File: config.mk
export PLATFORM = sky130hd
export DESIGN_NAME = boot_rom_loader
export DESIGN_NICKNAME = d
export VERILOG_FILES = /design/src/rtl/boot_loader_pkg.sv /design/src/rtl/boot_rom_loader.sv
export SDC_FILE = /design/constraint.sdc
export NUM_CORES = 1
export LEC_CHECK = 0
export ABC_AREA = 0
export CAP_MARGIN = 5
export CORE_AREA = 2 2 106 108
export CTS_BUF_LIST = sky130_fd_sc_hd__clkbuf_8 sky130_fd_sc_hd__clkbuf_16
export DETAILED_ROUTE_END_ITERATION = 12
export DIE_AREA = 0 0 108 110
export DONT_BUFFER_PORTS = 1
export PLACE_DENSITY = 0.56
export SYNTH_ARGS = -nofsm -noshare
export SYNTH_HDL_FRONTEND = slang
export SYNTH_SLANG_ARGS = --single-unit
File: constraint.sdc
create_clock -name clk_i -period 3.9 [get_ports clk_i]
set_clock_uncertainty 0.05 [all_clocks]
set_input_delay 0.195 -clock clk_i [delete_from_list [all_inputs] [get_ports clk_i]]
set_output_delay 0.195 -clock clk_i [all_outputs]
set_load 0.005 [all_outputs]
File: src/rtl/boot_loader_pkg.sv
// Shared types and helpers for the boot ROM copy engine.
// One 64-bit word moves through READ then WRITE for each index.
package boot_loader_pkg;

   typedef enum logic [1:0] {
      IDLE  = 2'd0,
      READ  = 2'd1,
      WRITE = 2'd2,
      DONE  = 2'd3
   } loader_state_e;

   localparam int WORD_BYTES = 8;

   function automatic logic [63:0] bswap64(input logic [63:0] d);
      logic [63:0] r;
      r = '0;
      for (int i = 0; i < WORD_BYTES; i++) begin
         r[8*i +: 8] = d[8*(WORD_BYTES-1-i) +: 8];
      end
      return r;
   endfunction

endpackage

File: src/rtl/boot_rom_loader.sv
// Boot-time copy engine: streams NUM_WORDS words from the boot ROM into system
// memory over a req/gnt write port, then holds a sticky done flag.
module boot_rom_loader
   import boot_loader_pkg::*;
#(
   parameter logic [63:0] SRC_BASE   = 64'h1000,
   parameter logic [63:0] DST_BASE   = 64'h8000_0000,
   parameter int          NUM_WORDS  = 261,
   parameter bit          SWAP_BYTES = 1'b0
) (
   input  logic        clk_i,
   input  logic        rst_i,
   input  logic        start_i,
   output logic [63:0] rom_addr_o,
   input  logic [63:0] rom_data_i,
   output logic        mem_req_o,
   input  logic        mem_gnt_i,
   output logic        mem_we_o,
   output logic [63:0] mem_addr_o,
   output logic [63:0] mem_wdata_o,
   output logic [7:0]  mem_be_o,
   output logic        busy_o,
   output logic        done_o
);

   // A zero-word build still needs a legal (1-bit) index register.
   localparam int IDX_W = (NUM_WORDS > 0) ? $clog2(NUM_WORDS + 1) : 1;
   localparam logic [IDX_W-1:0] LAST_IDX = (NUM_WORDS > 0) ? IDX_W'(NUM_WORDS - 1) : '0;

   loader_state_e    r_state;
   loader_state_e    w_state_next;
   logic [IDX_W-1:0] r_idx;
   logic [IDX_W-1:0] w_idx_next;
   logic [63:0]      r_data;
   logic [63:0]      w_src_addr;
   logic [63:0]      w_dst_addr;
   logic             w_req;

   always_ff @(posedge clk_i) begin
      if (rst_i) begin
         r_state <= IDLE;
         r_idx   <= '0;
         r_data  <= '0;
      end else begin
         r_state <= w_state_next;
         r_idx   <= w_idx_next;
         if (r_state == READ) begin
            r_data <= SWAP_BYTES ? bswap64(rom_data_i) : rom_data_i;
         end
      end
   end

   always_comb begin
      w_state_next = r_state;
      w_idx_next   = r_idx;
      case (r_state)
         IDLE, DONE: begin
            if (start_i) begin
               if (NUM_WORDS == 0) begin
                  w_state_next = DONE;
               end else begin
                  w_state_next = READ;
                  w_idx_next   = '0;
               end
            end
         end
         READ: begin
            w_state_next = WRITE;
         end
         WRITE: begin
            // Request fields derive from r_idx/r_data, so they hold until grant.
            if (mem_gnt_i) begin
               if (r_idx == LAST_IDX) begin
                  w_state_next = DONE;
               end else begin
                  w_state_next = READ;
                  w_idx_next   = r_idx + IDX_W'(1);
               end
            end
         end
         default: begin
            w_state_next = IDLE;
         end
      endcase
   end

   assign w_src_addr = SRC_BASE + (64'(r_idx) * 64'(WORD_BYTES));
   assign w_dst_addr = DST_BASE + (64'(r_idx) * 64'(WORD_BYTES));
   assign w_req      = (r_state == WRITE);

   assign rom_addr_o  = (r_state == READ) ? w_src_addr : SRC_BASE;
   assign mem_req_o   = w_req;
   assign mem_we_o    = w_req;
   assign mem_be_o    = {8{w_req}};
   assign mem_addr_o  = w_req ? w_dst_addr : 64'd0;
   assign mem_wdata_o = w_req ? r_data : 64'd0;
   assign busy_o      = (r_state == READ) || (r_state == WRITE);
   assign done_o      = (r_state == DONE);

endmodule

Word level (Yosys, flattened, before mapping)
Cells that the tools add are included.

Bits in registers: 75. Word-level logic and storage cells: 30.

$add $sub $neg: 3. Eq/ne operators: 7. Muxes and demuxes: 11. Reduce and logical (&&, ||, !) cells: 6.

Operator list (number): 2-to-1 mux 64 bit (1); adder 32 x 12 -> 33 bit, first input constant (1); 2-to-1 mux 33 bit (1); 2-to-1 mux 9 bit (3); case mux 9 bit (2 select lines) (1); adder 13 x 12 -> 14 bit, first input constant (1); 2-to-1 mux 14 bit (1); adder 9 x 1 -> 9 bit, second input constant (1); == test 9 bit, second input constant (1); 2-to-1 mux 2 bit (3); != test 2 bit, second input constant (3); case mux 2 bit (3 select lines) (1); == test 2 bit, second input constant (2); AND reduction 4 bit (1); == test 2 x 1 -> 1 bit, second input constant (1); logical NOT 2 bit (1); AND reduction 2 bit (1); nonzero test 2 bit (1); OR reduction 2 bit (1); logical OR 1 bit (1).

Depth between registers and ports, before layout
Depth in word-level cells: 4. Mapped depth: 7.

Worst setup path after synthesis
OpenSTA, ideal clock, no wires.

Path type: register to register. Start point: register r_state[0]. End point: register r_idx[2]. Arrival time: 1.732 ns. Path slack: 1.986 ns. Stages on the path, launching flop included: 7. Buffers on the path: 0. Period minus slack after synthesis: 1.914 ns. Path through: dfxtp_1 inv_1 ha_1 and2b_2 or3_1 o31ai_1 a21oi_1.

Elaborated cells on any way between the ends: 10. Those cells by class: 5 x eq/ne; 1 x mux; 4 x reduce/logical.

RTL lines: start, declared (line boot_rom_loader.sv:30) `loader_state_e r_state;`; start signal, assigned (line boot_rom_loader.sv:45) `r_state <= w_state_next;`; == test 2 bit *; via mem_req_o (line boot_rom_loader.sv:16) `output logic mem_req_o,`; != test 2 bit (no source line) or nonzero test 2 bit (tied branches); AND reduction 4 bit (no source line); end signal, assigned (line boot_rom_loader.sv:46) `r_idx <= w_idx_next;`; end, declared (line boot_rom_loader.sv:32) `logic [IDX_W-1:0] r_idx;`.

Mark *: on every way through the listed nets, which the timed path passes. The rest lies on a longest branch. A chain may end at the register's enable or synchronous reset.

Worst setup path after layout
Start point: register r_state[0]. End point: register r_idx[5].

Same word-level chain as after synthesis.

==> metrics.yaml <==
status: "completed"
avgSynthCellArea_um2: 8.80
whs_ps: 54.4
fp-row-count: 38
synth_top_area_cell: "dfxtp_1"
total_power_mw: 1.91
wl_per_cell_um: 13.8
p_per_area_nw_per_um2: 388
area_growth_pct: 11.2
first_iter_violations: 132
dr_total_vias: 3103
drv_slew: 0
pre_cts_slack_ps: 1610
drv_cap: 0
synth_ff_type: "dfxtp_1"
clockBufferDepth: 2
path_class: "reg -> reg"
synth_warnings: 0
hold_class: "in -> reg"
synthCells: 504
ys_ff_latch: 75
slew_headroom_pct: 38.4
hold_viol: 0
final_antenna_net_count: 0
die_w_um: 108
whs_path_depth: 2
grt_overflow: 0
multiInputGateArea_um2: 2310
start_kind: "flop"
ys_seq_area_share_pct: 33.8
rsz0062_at_grt: "false"
antenna_found_initial: 0
r2r-end: "r_idx[5]$_SDFFE_PP0P_"
rrSetupSlack_ps: 1630
leakage_nw: 2.14
cts_resized: 0
io-pin-count: 272
reg2regPathDepth: 7
die-area_um2: 11900
synth_area_leaders: "dfxtp_1 (34%), buf_4 (20%), mux2i_1 (14%)"
r2r_start: "r_state[0]$_SDFFE_PP0P_"
fin_area_um2: 4930
ir_drop_uv: 260
clkSlewWorstSetupHoldPaths_ps: 80
tritoncts: "yes"
synthArstFlopShare_pct: 0
start_util_pct: 41.5
clock_sinks: 75
numCtsBuffers: 9
synth_top_area_share_pct: 33.8
endpoint: "r_idx[5]$_SDFFE_PP0P_"
layout.area.seq_um2: 1500
finalCritPeriodShare_pct: 58.3
utilization_pct: 46.1
gp_congestion: 0.789
first_pass_iters: 6
dpl_cell_area_um2: 4040
place_hpwl_um: 6060
synth_area_um2: 4440
endpoint_kind: "flop"
finalCriticalPeriod_ps: 2270
final_cells: 690
clock_latency_ps: 350
grtUsageTotal_pct: 15.2
grt_max_degree: 72
fill_cells: 1013
drc: 0
drive_above_1_share_pct: 6.18
portBuffers: 0
synth-edff-count: 0
required_ps: 4090
root_buffer: "clkbuf_8"
h-tree-depth: 3
viasPerCell: 4.50
worst_pin_slew_ps: 924
ys_types: 35
final.setup.tns_ps: 0
die_y_um: 110
place_inst: 609
core_area_um2: 10700
wl_um: 9520
fmax_mhz: 440
layout_common_cells: "conb_1 (109), and2_1 (80), dfxtp_1 (75)"
nNetsFinal: 619
path_max_fanout: 43
n_antenna_cell: 0
grt_pass1_vias: 2794
setup_viol: 0
startpoint: "r_state[0]$_SDFFE_PP0P_"
final_common_cell: "conb_1"
setup_slack_ps: 1630
cp.arrival_ps: 2460
grt_pass1_wl_um: 14100
registers in the layout, indices dropped and copies added (netlist names):
signal,count
r_idx,9
r_data,64
r_state,2
per-layer routing:
layer | vias up | GRT usage [%] | share of wire (%) | wire length [um]
li1 | 1474 | - | - | -
met3 | 11 | 4.94 | 8.6 | 814
met2 | 153 | 25.5 | 50 | 4750
met4 | 0 | 6.50 | 1.5 | 142
met1 | 1465 | 17.8 | 40 | 3820
met5 | - | 0 | 0 | 0
final cells by class:
cell class	instances	area share, %
multi-input cells	385	46.9
flip-flops and latches	75	30.4
repair buffers	68	14.0
well taps	140	3.55
clock buffers	10	2.79
clock inverters	6	1.83
inverters	6	0.457
cells in the mapped netlist (2+ instances only):
cell type and n:
or3_1 2, dfxtp_1 75, nor2_1 67, mux2i_1 64, buf_6 2, buf_4 119, nand4_1 2, nor3_1 2
clkbuf_1 17, nor4b_4 2, a21oi_1 6, o21ai_0 7, conb_1 2, and2_2 3, and2_1 80, buf_2 7
nand3_1 10, a32o_1 4, and2b_2 2, nand2_1 5, nor4_1 2, inv_1 6, ha_1 6
report_power, final:
part           switching [mW]  total (mW)  internal (mW)
logic                   0.196       0.366          0.171
clock network           0.298       0.677          0.379
registers              0.0353       0.869          0.834
cell families after synthesis:
| kind of cell | after synthesis | share of synthesized area, % |
|---|---|---|
| other cells | 2 | 0.169 |
| fa+ha+maj | 6 | 1.69 |
| simple gates | 185 | 23.5 |
| compound gates | 21 | 3.02 |
| buf+inv | 151 | 23.4 |
| mux | 64 | 14.4 |
| flops | 75 | 33.8 |
critical path, cell delays in order, from the launching register on:
cell	delay, ps
dfxtp_1	380
inv_1	90
ha_2	410
buf_4	410
and2_2	270
and4_4	280
nor3b_2	60
a32o_1	210
worst min path at each step:
stage | from | to | slack, ps
floorplan | rom_data_i[0] | r_data[0]$_SDFFE_PP0N_ | 290
global placement | rst_i | r_idx[1]$_SDFFE_PP0P_ | 220
detailed placement | rst_i | r_idx[1]$_SDFFE_PP0P_ | 230
CTS | rst_i | r_idx[8]$_SDFFE_PP0P_ | 20
global route | rst_i | r_idx[6]$_SDFFE_PP0P_ | 40
finish | rst_i | r_idx[8]$_SDFFE_PP0P_ | 50
what timing repair did:
| action | CTS | global route |
|---|---|---|
| hold buffers | 65 | 0 |
| endpoints found under the hold margin | 71 | 0 |
| setup buffers | 0 | 0 |
Power figures use the tool's default switching activity.
